--- config.mk ---
export PLATFORM = sky130hd
export DESIGN_NAME = bsg_sipo_dynamic_lock_arbiter_flat
export DESIGN_NICKNAME = d
export VERILOG_FILES = /design/src/rtl/bsg_sipo_dynamic_lock_arbiter_pkg.sv /design/src/rtl/bsg_sipo_dynamic_lock_arbiter_if.sv /design/src/rtl/bsg_arb_round_robin.sv /design/src/rtl/bsg_encode_one_hot.sv /design/src/rtl/bsg_mux_one_hot.sv /design/src/rtl/bsg_sipo_dynamic_lock_arbiter.sv /design/src/flat_wrapper.sv
export SDC_FILE = /design/constraint.sdc
export NUM_CORES = 1
export LEC_CHECK = 0
export ABC_AREA = 1
export ABC_CLOCK_PERIOD_IN_PS = 2800
export BUFFER_PORTS_ARGS = -buffer_cell sky130_fd_sc_hd__buf_2
export CAP_MARGIN = 20
export CORE_MARGIN = 5
export CORE_UTILIZATION = 30
export DETAILED_ROUTE_END_ITERATION = 12
export HOLD_SLACK_MARGIN = 0.15
export PLACE_DENSITY_LB_ADDON = 0.2
export SLEW_MARGIN = 5
export SYNTH_ARGS = -nofsm -noshare
export SYNTH_HDL_FRONTEND = slang
export SYNTH_SLANG_ARGS = --single-unit
--- constraint.sdc ---
create_clock -name clk_i -period 2.8 [get_ports clk_i]
set_input_delay 0.28 -clock clk_i [delete_from_list [all_inputs] [get_ports clk_i]]
set_output_delay 0.28 -clock clk_i [all_outputs]
set_load 0.005 [all_outputs]
--- src/rtl/bsg_sipo_dynamic_lock_arbiter_pkg.sv ---
`default_nettype none
// +----------------------------------------------------------------------------+
// | Package : bsg_sipo_dynamic_lock_arbiter_pkg                                |
// | Purpose : Shared helpers for the dynamic-length SIPO lock arbiter slice.   |
// |           safe_clog2 sizes len/id fields so one-entry cases stay 1 bit.    |
// | Ports   : none                                                             |
// | Rev     : 1.0  initial release                                             |
// +----------------------------------------------------------------------------+
package bsg_sipo_dynamic_lock_arbiter_pkg;

  // ceil(log2(n)), but never below 1 so degenerate sizes still get a real bit.
  function automatic int safe_clog2(input int n);
    int r;
    r = 0;
    for (int i = 0; i < 31; i++) begin
      if ((1 << i) < n) r = i + 1;
    end
    return (r == 0) ? 1 : r;
  endfunction

endpackage
`default_nettype wire

--- src/rtl/bsg_sipo_dynamic_lock_arbiter_if.sv ---
`default_nettype none
// +----------------------------------------------------------------------------+
// | Interface : bsg_sipo_dynamic_lock_arbiter_if                               |
// | Purpose   : Bundles the requester-side beat handshake and the SIPO-side    |
// |             passthrough of the lock arbiter.                               |
// | Signals   : v_i/len_i/data_i  per-requester beat valid, last index, data   |
// |             ready_and_o       per-requester beat accepted                  |
// |             sipo_v_o/len_o/data_o  beat to SIPO, sipo_ready_and_i back     |
// |             grant_id_o        owner of the SIPO                            |
// | Modports  : slave  (arbiter side), master (requesters + SIPO side)         |
// | Rev       : 1.0  initial release                                           |
// +----------------------------------------------------------------------------+
interface bsg_sipo_dynamic_lock_arbiter_if
  import bsg_sipo_dynamic_lock_arbiter_pkg::*;
#(
  parameter int reqs_p  = 2,
  parameter int width_p = 8,
  parameter int els_p   = 4,
  localparam int lg_max_els_lp = safe_clog2(els_p),
  localparam int lg_reqs_lp    = safe_clog2(reqs_p)
);

  logic [reqs_p-1:0]               v_i;
  logic [reqs_p*lg_max_els_lp-1:0] len_i;
  logic [reqs_p*width_p-1:0]       data_i;
  logic [reqs_p-1:0]               ready_and_o;

  logic                            sipo_v_o;
  logic [lg_max_els_lp-1:0]        sipo_len_o;
  logic [width_p-1:0]              sipo_data_o;
  logic                            sipo_ready_and_i;
  logic [lg_reqs_lp-1:0]           grant_id_o;

  modport slave (
    input  v_i, len_i, data_i, sipo_ready_and_i,
    output ready_and_o, sipo_v_o, sipo_len_o, sipo_data_o, grant_id_o
  );

  modport master (
    output v_i, len_i, data_i, sipo_ready_and_i,
    input  ready_and_o, sipo_v_o, sipo_len_o, sipo_data_o, grant_id_o
  );

endinterface
`default_nettype wire

--- src/rtl/bsg_arb_round_robin.sv ---
`default_nettype none
// +----------------------------------------------------------------------------+
// | Module  : bsg_arb_round_robin                                              |
// | Purpose : Round-robin arbiter. Priority starts one past the last winner;   |
// |           the pointer only moves when yumi_i confirms the grant was used.  |
// | Ports   : clk_i, reset_i  clock, synchronous active-high reset             |
// |           reqs_i   width_p  requests                                       |
// |           grants_o width_p  one-hot grant (zero if no request)             |
// |           yumi_i   1        current grant consumed; advance pointer        |
// | Rev     : 1.0  initial release                                             |
// +----------------------------------------------------------------------------+
module bsg_arb_round_robin
  import bsg_sipo_dynamic_lock_arbiter_pkg::*;
#(
  parameter int width_p = 2,
  localparam int lg_width_lp = safe_clog2(width_p)
) (
  input  logic               clk_i,
  input  logic               reset_i,
  input  logic [width_p-1:0] reqs_i,
  output logic [width_p-1:0] grants_o,
  input  logic               yumi_i
);

  logic [lg_width_lp-1:0] last_q;
  logic [lg_width_lp-1:0] pick;
  logic                   found;

  // Two ascending passes: indices above the last winner first, then the
  // wrap-around half. The first request hit in that order wins.
  always_comb begin
    grants_o = '0;
    pick     = last_q;
    found    = 1'b0;
    for (int i = 0; i < width_p; i++) begin
      if (!found && (i > int'(last_q)) && reqs_i[i]) begin
        found       = 1'b1;
        grants_o[i] = 1'b1;
        pick        = lg_width_lp'(i);
      end
    end
    for (int i = 0; i < width_p; i++) begin
      if (!found && (i <= int'(last_q)) && reqs_i[i]) begin
        found       = 1'b1;
        grants_o[i] = 1'b1;
        pick        = lg_width_lp'(i);
      end
    end
  end

  // Reset to the top index so requester 0 has first priority.
  always_ff @(posedge clk_i) begin
    if (reset_i) begin
      last_q <= lg_width_lp'(width_p - 1);
    end else if (yumi_i && found) begin
      last_q <= pick;
    end
  end

endmodule
`default_nettype wire

--- src/rtl/bsg_encode_one_hot.sv ---
`default_nettype none
// +----------------------------------------------------------------------------+
// | Module  : bsg_encode_one_hot                                               |
// | Purpose : Converts a one-hot vector to its binary index (zero if empty).   |
// | Ports   : i       width_p               one-hot input                      |
// |           addr_o  safe_clog2(width_p)   index of the set bit               |
// | Rev     : 1.0  initial release                                             |
// +----------------------------------------------------------------------------+
module bsg_encode_one_hot
  import bsg_sipo_dynamic_lock_arbiter_pkg::*;
#(
  parameter int width_p = 2,
  localparam int lg_width_lp = safe_clog2(width_p)
) (
  input  logic [width_p-1:0]     i,
  output logic [lg_width_lp-1:0] addr_o
);

  // OR of indices is exact for a one-hot input and needs no priority chain.
  always_comb begin
    addr_o = '0;
    for (int k = 0; k < width_p; k++) begin
      if (i[k]) addr_o = addr_o | lg_width_lp'(k);
    end
  end

endmodule
`default_nettype wire

--- src/rtl/bsg_mux_one_hot.sv ---
`default_nettype none
// +----------------------------------------------------------------------------+
// | Module  : bsg_mux_one_hot                                                  |
// | Purpose : AND-OR multiplexer selecting one width_p field from a flat bus.  |
// |           An all-zero select yields zero.                                  |
// | Ports   : data_i        els_p*width_p  packed fields, field 0 in LSBs      |
// |           sel_one_hot_i els_p          one-hot (or zero) select            |
// |           data_o        width_p        selected field                      |
// | Rev     : 1.0  initial release                                             |
// +----------------------------------------------------------------------------+
module bsg_mux_one_hot #(
  parameter int width_p = 1,
  parameter int els_p   = 1
) (
  input  logic [els_p*width_p-1:0] data_i,
  input  logic [els_p-1:0]         sel_one_hot_i,
  output logic [width_p-1:0]       data_o
);

  always_comb begin
    data_o = '0;
    for (int i = 0; i < els_p; i++) begin
      data_o = data_o | (data_i[i*width_p +: width_p] & {width_p{sel_one_hot_i[i]}});
    end
  end

endmodule
`default_nettype wire

--- src/rtl/bsg_sipo_dynamic_lock_arbiter.sv ---
`default_nettype none
// +----------------------------------------------------------------------------+
// | Module  : bsg_sipo_dynamic_lock_arbiter                                    |
// | Purpose : Shares one dynamic-length SIPO between reqs_p requesters.        |
// |           Round-robin grant, locked to the winner until the last beat of   |
// |           its message (index len_i, sampled on the first beat) is taken,   |
// |           so messages never interleave. Forward path is combinational.     |
// | Ports   : clk_i     clock                                                  |
// |           reset_i   synchronous active-high reset                          |
// |           bus       slave modport: v_i, len_i, data_i, ready_and_o,        |
// |                     sipo_v_o, sipo_len_o, sipo_data_o, sipo_ready_and_i,   |
// |                     grant_id_o                                             |
// | Rev     : 1.0  initial release                                             |
// +----------------------------------------------------------------------------+
module bsg_sipo_dynamic_lock_arbiter
  import bsg_sipo_dynamic_lock_arbiter_pkg::*;
#(
  parameter int reqs_p  = 2,
  parameter int width_p = 8,
  parameter int els_p   = 4,
  localparam int lg_max_els_lp = safe_clog2(els_p),
  localparam int lg_reqs_lp    = safe_clog2(reqs_p)
) (
  input logic                              clk_i,
  input logic                              reset_i,
  bsg_sipo_dynamic_lock_arbiter_if.slave   bus
);

  localparam logic [lg_max_els_lp:0] c_max_len_idx = (lg_max_els_lp + 1)'(els_p - 1);

  typedef enum logic [0:0] {
    e_idle = 1'b0,
    e_lock = 1'b1
  } state_e;

  state_e                   state_q, state_d;
  logic [lg_max_els_lp-1:0] cnt_q, cnt_d;
  logic [lg_max_els_lp-1:0] len_q, len_d;
  logic [lg_reqs_lp-1:0]    owner_q, owner_d;

  logic [reqs_p-1:0]        owner_oh;
  logic [reqs_p-1:0]        arb_reqs;
  logic [reqs_p-1:0]        arb_grants;
  logic [reqs_p-1:0]        grant;
  logic [lg_reqs_lp-1:0]    grant_id;
  logic [lg_max_els_lp-1:0] mux_len;
  logic [width_p-1:0]       mux_data;
  logic                     sipo_v;
  logic                     xfer;
  logic                     last_beat;
  logic                     msg_done;

  for (genvar g = 0; g < reqs_p; g++) begin : g_owner_oh
    assign owner_oh[g] = (owner_q == lg_reqs_lp'(g));
  end

  // While locked only the owner is offered to the arbiter, so on the
  // completing beat its grant is the owner and the pointer lands there.
  assign arb_reqs = (state_q == e_lock) ? (owner_oh & bus.v_i) : bus.v_i;

  bsg_arb_round_robin #(
    .width_p (reqs_p)
  ) u_rr (
    .clk_i    (clk_i),
    .reset_i  (reset_i),
    .reqs_i   (arb_reqs),
    .grants_o (arb_grants),
    .yumi_i   (msg_done)
  );

  // The owner keeps the grant through bubbles, even with v_i low.
  assign grant = (state_q == e_lock) ? owner_oh : arb_grants;

  bsg_mux_one_hot #(
    .width_p (lg_max_els_lp),
    .els_p   (reqs_p)
  ) u_len_mux (
    .data_i        (bus.len_i),
    .sel_one_hot_i (grant),
    .data_o        (mux_len)
  );

  bsg_mux_one_hot #(
    .width_p (width_p),
    .els_p   (reqs_p)
  ) u_data_mux (
    .data_i        (bus.data_i),
    .sel_one_hot_i (grant),
    .data_o        (mux_data)
  );

  bsg_encode_one_hot #(
    .width_p (reqs_p)
  ) u_enc (
    .i      (grant),
    .addr_o (grant_id)
  );

  assign sipo_v    = |(bus.v_i & grant);
  assign xfer      = sipo_v & bus.sipo_ready_and_i;
  assign last_beat = (state_q == e_lock) ? (cnt_q == len_q) : (mux_len == '0);
  assign msg_done  = xfer & last_beat;

  assign bus.ready_and_o = grant & {reqs_p{bus.sipo_ready_and_i}};
  assign bus.sipo_v_o    = sipo_v;
  assign bus.sipo_data_o = mux_data;
  assign bus.sipo_len_o  = (state_q == e_lock) ? len_q : mux_len;
  assign bus.grant_id_o  = grant_id;

  always_comb begin
    state_d = state_q;
    cnt_d   = cnt_q;
    len_d   = len_q;
    owner_d = owner_q;
    case (state_q)
      e_idle: begin
        // A single-beat message completes here; longer ones take the lock.
        if (xfer && (mux_len != '0)) begin
          state_d = e_lock;
          owner_d = grant_id;
          len_d   = mux_len;
          cnt_d   = lg_max_els_lp'(1);
        end
      end
      e_lock: begin
        if (xfer) begin
          if (cnt_q == len_q) begin
            state_d = e_idle;
          end else begin
            cnt_d = cnt_q + lg_max_els_lp'(1);
          end
        end
      end
      default: state_d = e_idle;
    endcase
  end

  always_ff @(posedge clk_i) begin
    if (reset_i) begin
      state_q <= e_idle;
      cnt_q   <= '0;
      len_q   <= '0;
      owner_q <= '0;
    end else begin
      state_q <= state_d;
      cnt_q   <= cnt_d;
      len_q   <= len_d;
      owner_q <= owner_d;
    end
  end

  // A message longer than the SIPO depth cannot be assembled.
  a_len_legal : assert property (@(posedge clk_i) disable iff (reset_i)
    ((state_q == e_idle) && sipo_v) |-> ({1'b0, mux_len} <= c_max_len_idx));

endmodule
`default_nettype wire
--- src/flat_wrapper.sv ---
// flat-port wrapper written by rule: the top's interface ports become plain ports
module bsg_sipo_dynamic_lock_arbiter_flat import bsg_sipo_dynamic_lock_arbiter_pkg::*;
#(
  parameter int reqs_p  = 2,
  parameter int width_p = 8,
  parameter int els_p   = 4,
  localparam int lg_max_els_lp = safe_clog2(els_p),
  localparam int lg_reqs_lp    = safe_clog2(reqs_p)
)
  (clk_i, reset_i, bus_v_i, bus_len_i, bus_data_i, bus_sipo_ready_and_i, bus_ready_and_o, bus_sipo_v_o, bus_sipo_len_o, bus_sipo_data_o, bus_grant_id_o);
  bsg_sipo_dynamic_lock_arbiter_if #(.reqs_p(reqs_p), .width_p(width_p), .els_p(els_p)) bus_i ();
  input logic clk_i;
  input logic reset_i;
  input wire logic [$bits(bus_i.v_i)-1:0] bus_v_i;
  input wire logic [$bits(bus_i.len_i)-1:0] bus_len_i;
  input wire logic [$bits(bus_i.data_i)-1:0] bus_data_i;
  input wire logic [$bits(bus_i.sipo_ready_and_i)-1:0] bus_sipo_ready_and_i;
  output wire logic [$bits(bus_i.ready_and_o)-1:0] bus_ready_and_o;
  output wire logic [$bits(bus_i.sipo_v_o)-1:0] bus_sipo_v_o;
  output wire logic [$bits(bus_i.sipo_len_o)-1:0] bus_sipo_len_o;
  output wire logic [$bits(bus_i.sipo_data_o)-1:0] bus_sipo_data_o;
  output wire logic [$bits(bus_i.grant_id_o)-1:0] bus_grant_id_o;
  assign bus_i.v_i = bus_v_i;
  assign bus_i.len_i = bus_len_i;
  assign bus_i.data_i = bus_data_i;
  assign bus_i.sipo_ready_and_i = bus_sipo_ready_and_i;
  assign bus_ready_and_o = bus_i.ready_and_o;
  assign bus_sipo_v_o = bus_i.sipo_v_o;
  assign bus_sipo_len_o = bus_i.sipo_len_o;
  assign bus_sipo_data_o = bus_i.sipo_data_o;
  assign bus_grant_id_o = bus_i.grant_id_o;
  bsg_sipo_dynamic_lock_arbiter #(.reqs_p(reqs_p), .width_p(width_p), .els_p(els_p)) u_core (.clk_i(clk_i), .reset_i(reset_i), .bus(bus_i));
endmodule
# Yosys cells after proc, flatten, opt, wreduce, memory -nomap -nowiden
# Index checks and enable logic that the tools add are counted.
[word_totals]
regBits = 7
inputBits = 25
[op_classes]
add_sub_neg = 1
n_lt_le_gt_ge = 2
eq_ne = 4
mux = 21
bitwise = 13
n_reduce_logical = 15
[ops]
columns = ["op", "count"]
rows = [
  ["$and A8 B8 Y8", 2],
  ["$mux W1", 13],
  ["$mux W2", 6],
  ["$and A2 B2 Y2", 5],
  ["$or A8 B8 Y8", 1],
  ["$logic_and A1 B1 Y1", 6],
  ["$ne A2 B2 Y1 const B", 2],
  ["$pmux W2 S2", 1],
  ["$reduce_and A2 Y1", 2],
  ["$reduce_and A3 Y1", 1],
  ["$reduce_bool A3 Y1", 1],
  ["$add A2 B1 Y2 const B", 1],
  ["$and A1 B1 Y1", 2],
  ["$eq A2 B2 Y1", 1],
  ["$logic_not A1 Y1", 2],
  ["$logic_not A2 Y1", 1],
  ["$ne A2 B1 Y1 const B", 1],
  ["$not A1 Y1", 2],
  ["$or A2 B2 Y2", 1],
  ["$pmux W1 S2", 1],
  ["$reduce_bool A2 Y1", 1],
  ["$reduce_or A2 Y1", 1],
  ["$gt A1 B1 Y1 const A", 1],
  ["$le A1 B1 Y1 const A", 1],
]

# Logic depth before layout (Yosys ltp)
# Gate-level depths: netlist (run 1).
[logic_depth]
word_depth = 20
ltp_mapped = 13
depth_no_buf = 13

# Hierarchy
# From an unflattened synthesis (run 1), not the netlist that was laid out.
[unflattened]
cells_unflattened = 119
area_unflattened_um2 = 643.1
[by_module_without_submodules]
columns = ["module", "n_inst", "cells_per_inst", "area_per_inst_um2", "seq_area_each_um2"]
rows = [
  ["bsg_sipo_dynamic_lock_arbiter", 1, 77, 452.9, 120.1],
  ["bsg_mux_one_hot (u_core.u_data_mux)", 1, 26, 100.1, 0.0],
  ["bsg_arb_round_robin", 1, 9, 60.1, 20.0],
  ["bsg_mux_one_hot (u_core.u_len_mux)", 1, 6, 22.5, 0.0],
  ["bsg_encode_one_hot", 1, 1, 7.5, 0.0],
]

# Worst setup path after synthesis (run 1)
# OpenSTA, ideal clock, no wires.
[synth_path]
kind = "register -> output"
from = "reg u_core.state_q"
to = "out bus_sipo_len_o[0]"
arrival_ns = 1.077
slack_ns = 1.443
stages_incl_launch_ff = 10
cell_sequence = "dfxtp_1 > nand2_1 > nand2_2 > inv_2 > nand2_4 > nand2_4 > nand2_2 > nand2_2 > nand2_2 > o21ai_0"
[synth_via]
elab_chain_cells = 14
[synth_lines]
columns = ["element", "line_no", "text"]
rows = [
  ["from (decl)", "bsg_sipo_dynamic_lock_arbiter.sv:36", "state_e state_q, state_d;"],
  ["from (signal assigned)", "bsg_sipo_dynamic_lock_arbiter.sv:140", "state_q <= e_idle;"],
  ["from (signal assigned)", "bsg_sipo_dynamic_lock_arbiter.sv:145", "state_q <= state_d;"],
  ["$mux W2", "bsg_sipo_dynamic_lock_arbiter.sv:59", "assign arb_reqs = (state_q == e_lock) ? (owner_oh & bus.v_i) : bus.v_i;"],
  ["$logic_and A1 B1 Y1", "bsg_arb_round_robin.sv:36", "if (!found && (i > int'(last_q)) && reqs_i[i]) begin"],
  ["$mux W1", "bsg_arb_round_robin.sv:36", ""],
  ["$logic_not A1 Y1", "bsg_arb_round_robin.sv:43", "if (!found && (i <= int'(last_q)) && reqs_i[i]) begin"],
  ["$logic_and A1 B1 Y1", "bsg_arb_round_robin.sv:43", ""],
  ["$mux W1", "bsg_arb_round_robin.sv:43", ""],
  ["$logic_not A1 Y1", "bsg_arb_round_robin.sv:43", ""],
  ["$logic_and A1 B1 Y1 (2 in series)", "bsg_arb_round_robin.sv:43", ""],
  ["$mux W1", "bsg_arb_round_robin.sv:43", ""],
  ["$mux W2", "bsg_sipo_dynamic_lock_arbiter.sv:72", "assign grant = (state_q == e_lock) ? owner_oh : arb_grants;"],
  ["$and A2 B2 Y2", "bsg_mux_one_hot.sv:23", "data_o = data_o | (data_i[i*width_p +: width_p] & {width_p{sel_one_hot_i[i]}});"],
  ["$or A2 B2 Y2", "bsg_mux_one_hot.sv:23", ""],
  ["$mux W2 *", "bsg_sipo_dynamic_lock_arbiter.sv:107", "assign bus.sipo_len_o = (state_q == e_lock) ? len_q : mux_len;"],
  ["to (decl)", "flat_wrapper.sv:20", "output wire logic [$bits(bus_i.sipo_len_o)-1:0] bus_sipo_len_o;"],
]
# Every way passes the cells marked *; elsewhere a longest branch is shown, timed or not.

# Worst setup path in the final report (run 1)
# Same ends and word-level chain as after synthesis.

==> impl_metrics.toml, run 1 <==
[floorplanning]
rows = 16
core_um2 = 1920
start_util = 0.306
die_x_um = 54.3
die_h_um = 54.3
io_pins = 39
die_area_um2 = 2950

[sta]
hold_viol = 0
rsz0062_at_grt = "false"
worst-slew-pin-transition_ns = 0.307
finalClockSkew_ns = 0.0102
fmax_mhz = 534
period_share = 0.669
slew_headroom = 0.795
report.final.slew_viol_count = 0
holdWs_ns = 0.261
finalSetupTns_ns = 0
finalSetupViolCount = 0
period_needed_ns = 1.87

[setup_path]
worst_path_largest_cell_delay_ns = 0.45
path_class = "register to primary output"
cp_cell_sequence = "nand2_1 -> nand2_2 -> inv_2 -> nand2_4 -> nand2_4 -> nand2_2 -> nand2_2 -> nand2_2 -> o21ai_0 -> buf_2"
critPathTopFamily = "simple AND/OR/NAND/NOR gates"
worstSetupStartpointType = "register"
endpoint_kind = "primary output"
path_buf_inv = 2
cp_slowest_cell = "dfxtp_1"
path_max_fanout = 10
cp_common_cell = "nand2_2"
cp.required_ns = 2.52
cp.arrival_ns = 1.59

[yosys]
synth_edf_count = 0
ys_warn_count = 0
synth.largest_area_cell = "dfxtp_1"
yosys-top-cells-area = "dfxtp_1 (24%), nand2_1 (10%), nand2_2 (9.6%)"
avgSynthCellArea_um2 = 6.92
synth_top_area_share = 0.238
postSynthCellCount = 85
syn_area_um2 = 588
syn_nets = 110
ys_ff_latch = 7
synthArstFlopShare = 0
ys.flop_type = "dfxtp_1"
yosysUniqueCellTypes = 17
ys_seq_area_frac = 0.238

[routing]
route.detailed.drc = 0
drt_wl_total_mm = 1.74
wl_per_cell_um = 11.3
drt_pass1_iterations = 2
ant_nets = 0
vias_per_cell = 4.49
dr.first_iter.drc_count = 13
vias = 691

[clocking]
cts_repair_resize_count = 0
cts_tree = "yes"
clk_pin_slew_worst_paths_ns = 0.06
cts_made_buffers = 3
cts_sinks = 7
postCtsHoldBufs = 0
clkLatencyLatePin_ns = 0.26
clockRootBuffer = "clkbuf_4"
cts.path.max_buffers = 2
cts_max_level = 1
cts_setup_buffers = 0

[power]
p_total_w = 0.000409
vdd_drop_max_mv = 0.240
cellPowerDensity_nw_per_um2 = 488
leakagePower_nw = 0.431

[placement]
dpl.hpwl_mm = 1.47
place_area_um2 = 812
port_buffers = 38
place.gp.congestion = 0.747

[cells_and_area]
antenna_cells = 0
syn_to_final_growth_pct = 42.8
fillCellCount = 229
drive_above_1_share = 0.488
nets = 153
postLayoutCellArea_um2 = 840

[grt]
grt_pass1_wl_mm = 2.59
grt_pass1_vias = 596
grt_max_degree = 11
antenna_found_initial = 0
grt-ovfl-total = 0
gr-usage-all-layers = 0.122

[worst_hold_path]
hold_path.class = "primary input to register"

[run]
cap_violations = 0

[outcome]
status = "completed"
## where the power goes
group	internal, W	total (W)	switching, W
clock	0.0000523	0.0000923	0.0000400
sequential	0.000109	0.000119	0.00000928
combinational	0.0000863	0.000198	0.000112
## cells in the final DEF (no fill, tap or decap), types with 2 or more instances in the layout
master    instances
xnor2_1           2
a22o_1            6
dfxtp_1           7
nor2_1            5
a22o_2            2
nand2_4           4
clkbuf_4          3
o21ai_0           3
a21oi_1           6
nand2_2           9
inv_2             2
nand2_1          16
nand3_1          10
inv_1             9
buf_2            38
## cell usage after synthesis (2+ instances only)
| cell | number |
|---|---|
| nand2_4 | 4 |
| nor2_1 | 5 |
| o21ai_0 | 3 |
| nand3_1 | 10 |
| xnor2_1 | 2 |
| nand2_1 | 16 |
| a21oi_1 | 6 |
| inv_2 | 2 |
| dfxtp_1 | 7 |
| inv_1 | 9 |
| nand2_2 | 9 |
| a22o_2 | 2 |
| a22o_1 | 6 |
## cells by family (layout without fill, tap and decap cells)
family / after synthesis / count (layout) / share of synthesized area
compound gates: 19 / 19 / 0.223
xor+xnor: 2 / 2 / 0.0298
buf+inv: 11 / 53 / 0.0702
flops: 7 / 7 / 0.238
simple gates: 46 / 46 / 0.438
## worst paths after layout
check	start	to	slack, ns	cells after the start
max	u_core.state_q$_SDFF_PP0_	bus_sipo_len_o[0]	0.93	10
min	reset_i	u_core.cnt_q[1]$_SDFFE_PP0P_	0.26	2
max reg2reg	u_core.state_q$_SDFF_PP0_	u_core.u_rr.last_q$_SDFFE_PP1P_	1.26	11
min reg2reg	u_core.u_rr.last_q$_SDFFE_PP1P_	u_core.u_rr.last_q$_SDFFE_PP1P_	0.47	2
## layer usage
metal,part of all wire,track usage,up-vias
met5,0,0,-
met4,0.014,0.0747,0
met3,0.059,0.0300,4
met2,0.50,0.181,18
met1,0.43,0.157,302
li1,-,-,367
## through the flow
stage,util,setup WS (ns),std cells
3_3_place_gp,0.423,1.24,150
2_1_floorplan,-,1.44,85
6_report,0.437,0.926,154
5_1_grt,0.437,0.748,154
3_5_place_dp,0.423,1.19,150
4_1_cts,0.437,0.890,154
## cell type report
| type | instances | area, µm² | share of cell area |
|---|---|---|---|
| Clock buffer | 3 | 22.5 | 0.0268 |
| Clock inverter | 1 | 5.00 | 0.00596 |
| Inverter | 11 | 41.3 | 0.0492 |
| Multi-Input combinational cell | 67 | 407 | 0.484 |
| Sequential cell | 7 | 140 | 0.167 |
| Tap cell | 27 | 33.8 | 0.0402 |
| Timing Repair Buffer | 38 | 190 | 0.227 |
## state kept, by name, indices dropped and copies added, names as in the netlist
| signal | count |
|---|---|
| u_core.u_rr.last_q | 1 |
| u_core.len_q | 2 |
| u_core.owner_q | 1 |
| u_core.state_q | 1 |
| u_core.cnt_q | 2 |
(Power assumes the default switching activity.)
==> run 2, diff against run 1 <==
--- a/config.mk
+++ b/config.mk
@@ -6,7 +6,7 @@
 export NUM_CORES = 1
 export LEC_CHECK = 0
 export ABC_AREA = 1
-export ABC_CLOCK_PERIOD_IN_PS = 2800
+export ABC_CLOCK_PERIOD_IN_PS = 1700
 export BUFFER_PORTS_ARGS = -buffer_cell sky130_fd_sc_hd__buf_2
 export CAP_MARGIN = 20
 export CORE_MARGIN = 5
==> constraint.sdc (replaced) <==
create_clock -name clk_i -period 1.7 [get_ports clk_i]
set_input_delay 0.17 -clock clk_i [delete_from_list [all_inputs] [get_ports clk_i]]
set_output_delay 0.17 -clock clk_i [all_outputs]
set_load 0.005 [all_outputs]
==> run 2 against run 1 <==
Non-clock buffer count increased by 8. Final area up 12%. Critical path depth unchanged. Via count up 3.5%. Clock skew grew 0.00056 ns. Total power grew 77%. Die area stayed put. Count of clock-buffer cells in the layout did not move. Register-to-register slack got worse by 1.1 ns. Critical path type unchanged. Critical endpoint is now bus_sipo_len_o[1]. Largest power group unchanged.
==> impl_metrics.toml, run 2 (synthesis gave the netlist of run 1 again) <==
[outcome]
status = "completed"

[sta]
finalSetupViolCount = 0
finalClockSkew_ns = 0.0108
report.final.slew_viol_count = 0
fmax_mhz = 612
worst-slew-pin-transition_ns = 0.328
period_share = 0.961
slew_headroom = 0.781
hold_viol = 0
holdWs_ns = 0.301
period_needed_ns = 1.63
finalSetupTns_ns = 0

[floorplanning]
io_pins = 39
rows = 16
core_um2 = 1920
die_x_um = 54.3
die_h_um = 54.3
start_util = 0.306
die_area_um2 = 2950

[cells_and_area]
top_regs = "u_core.cnt_q (2), u_core.len_q (2)"
syn_to_final_growth_pct = 59.6
layout_commonest_cell = "buf_2"
fillCellCount = 207
drive_above_1_share = 0.533
final_cell_mix = "buf_2 (38), nand2_1 (15), nand3_1 (10)"
postLayoutCellArea_um2 = 938
antenna_cells = 0
nets = 161

[power]
p_total_w = 0.000725
vdd_drop_max_mv = 0.461
p_clk_frac = 0.209
internal_power_w = 0.000448
cellPowerDensity_nw_per_um2 = 772
seqPwrFrac = 0.273
p_switching_w = 0.000277
netSwitchingFraction = 0.382
leakagePower_nw = 0.478
pwr-share-comb = 0.518

[setup_path]
endpoint_kind = "primary output"
path_max_fanout = 10
cp_cell_sequence = "inv_1 -> nand2_4 -> nand3_2 -> nand2_4 -> nand2_8 -> nand2_2 -> nand2_2 -> nand2_4 -> o21ai_0 -> buf_2"
worst_path_largest_cell_delay_ns = 0.33
cp.arrival_ns = 1.46
rrSetupSlack_ns = 0.20
cp_common_cell = "nand2_4"
path_class = "register to primary output"
worstSetupStartpointType = "register"
cp_slowest_cell = "dfxtp_2"
cp.required_ns = 1.53

[grt]
grt_pass1_wl_mm = 2.34
grt_pass1_vias = 578
gr-usage-all-layers = 0.108
antenna_found_initial = 0
grt_max_degree = 11
grt-ovfl-total = 0

[clocking]
cts.path.max_buffers = 2
clockRootBuffer = "clkbuf_4"
clk_pin_slew_worst_paths_ns = 0.06
cts_sinks = 7
cts_made_buffers = 3
cts_max_level = 1
clkLatencyLatePin_ns = 0.26
cts_tree = "yes"

[routing]
route.detailed.drc = 0
vias_per_cell = 4.41
wl_per_cell_um = 10.4
vias = 715
dr.first_iter.drc_count = 8
drt_pass1_iterations = 4
drt_wl_total_mm = 1.69
ant_nets = 0

[placement]
port_buffers = 38
dpl.hpwl_mm = 1.37
place.gp.congestion = 0.797
place_area_um2 = 812

[run]
cap_violations = 0

[worst_hold_path]
hold_path.class = "primary input to register"
==> run 2: per-stage QoR <==
| stage | utilization | worst slack, ns | cells |
|---|---|---|---|
| after floorplan | - | 0.346 | 85 |
| after CTS | 0.460 | 0.0247 | 157 |
| after global routing | 0.488 | -0.0180 | 162 |
| final | 0.488 | 0.0659 | 162 |
| after global placement | 0.423 | 0.199 | 150 |
| after detailed placement | 0.423 | 0.169 | 150 |
==> run 2: timing repair <==
action                     4_1_cts  5_1_grt
hold endpoints to repair         2        0
hold buffers                     1        0
setup endpoints to repair       10       10
setup buffers                    2        5
gates resized for setup          3        4
pin swaps                        1        1
==> run 2: critical path, delay by kind of cell, from the launching register on <==
family / cells / cell delay [ns]
AOI/OAI and AO/OA: 1 / 0.09
and+or+nand+nor: 7 / 0.58
buffers and inverters: 2 / 0.20
DFF: 1 / 0.33
==> run 2: metal layers <==
metal	routed length [µm]	up-vias	track usage
met1	716	305	0.135
met4	17	0	0.0498
met5	0	-	0
met3	116	3	0.0327
li1	-	386	-
met2	835	21	0.167
==> run 2: power groups by stage <==
stage | Combinational, W | Clock [W] | Sequential, W
after floorplan | 0.000211 | 0 | 0.000196
after global placement | 0.000322 | 0 | 0.000200
after detailed placement | 0.000322 | 0 | 0.000201
after CTS | 0.000344 | 0.000156 | 0.000198
after global routing | 0.000420 | 0.000167 | 0.000200
final | 0.000375 | 0.000151 | 0.000198
==> run 2: cell type report <==
cell class              count  area [µm²]  area share
multi-input cells          67         423       0.451
flip-flops and latches      7         145       0.155
well taps                  27        33.8      0.0360
inverters                  11        43.8      0.0467
repair buffers             46         265       0.283
clock inverters             1        5.00     0.00533
clock buffers               3        22.5      0.0240
==> run 2: final timing paths <==
path | from | endpoint | cells after the start
min reg2reg | u_core.u_rr.last_q$_SDFFE_PP1P_ | u_core.u_rr.last_q$_SDFFE_PP1P_ | 2
max | u_core.owner_q$_SDFFE_PP0P_ | bus_sipo_len_o[1] | 10
max reg2reg | u_core.state_q$_SDFF_PP0_ | u_core.cnt_q[0]$_SDFFE_PP0P_ | 13
min | bus_sipo_ready_and_i | u_core.u_rr.last_q$_SDFFE_PP1P_ | 4
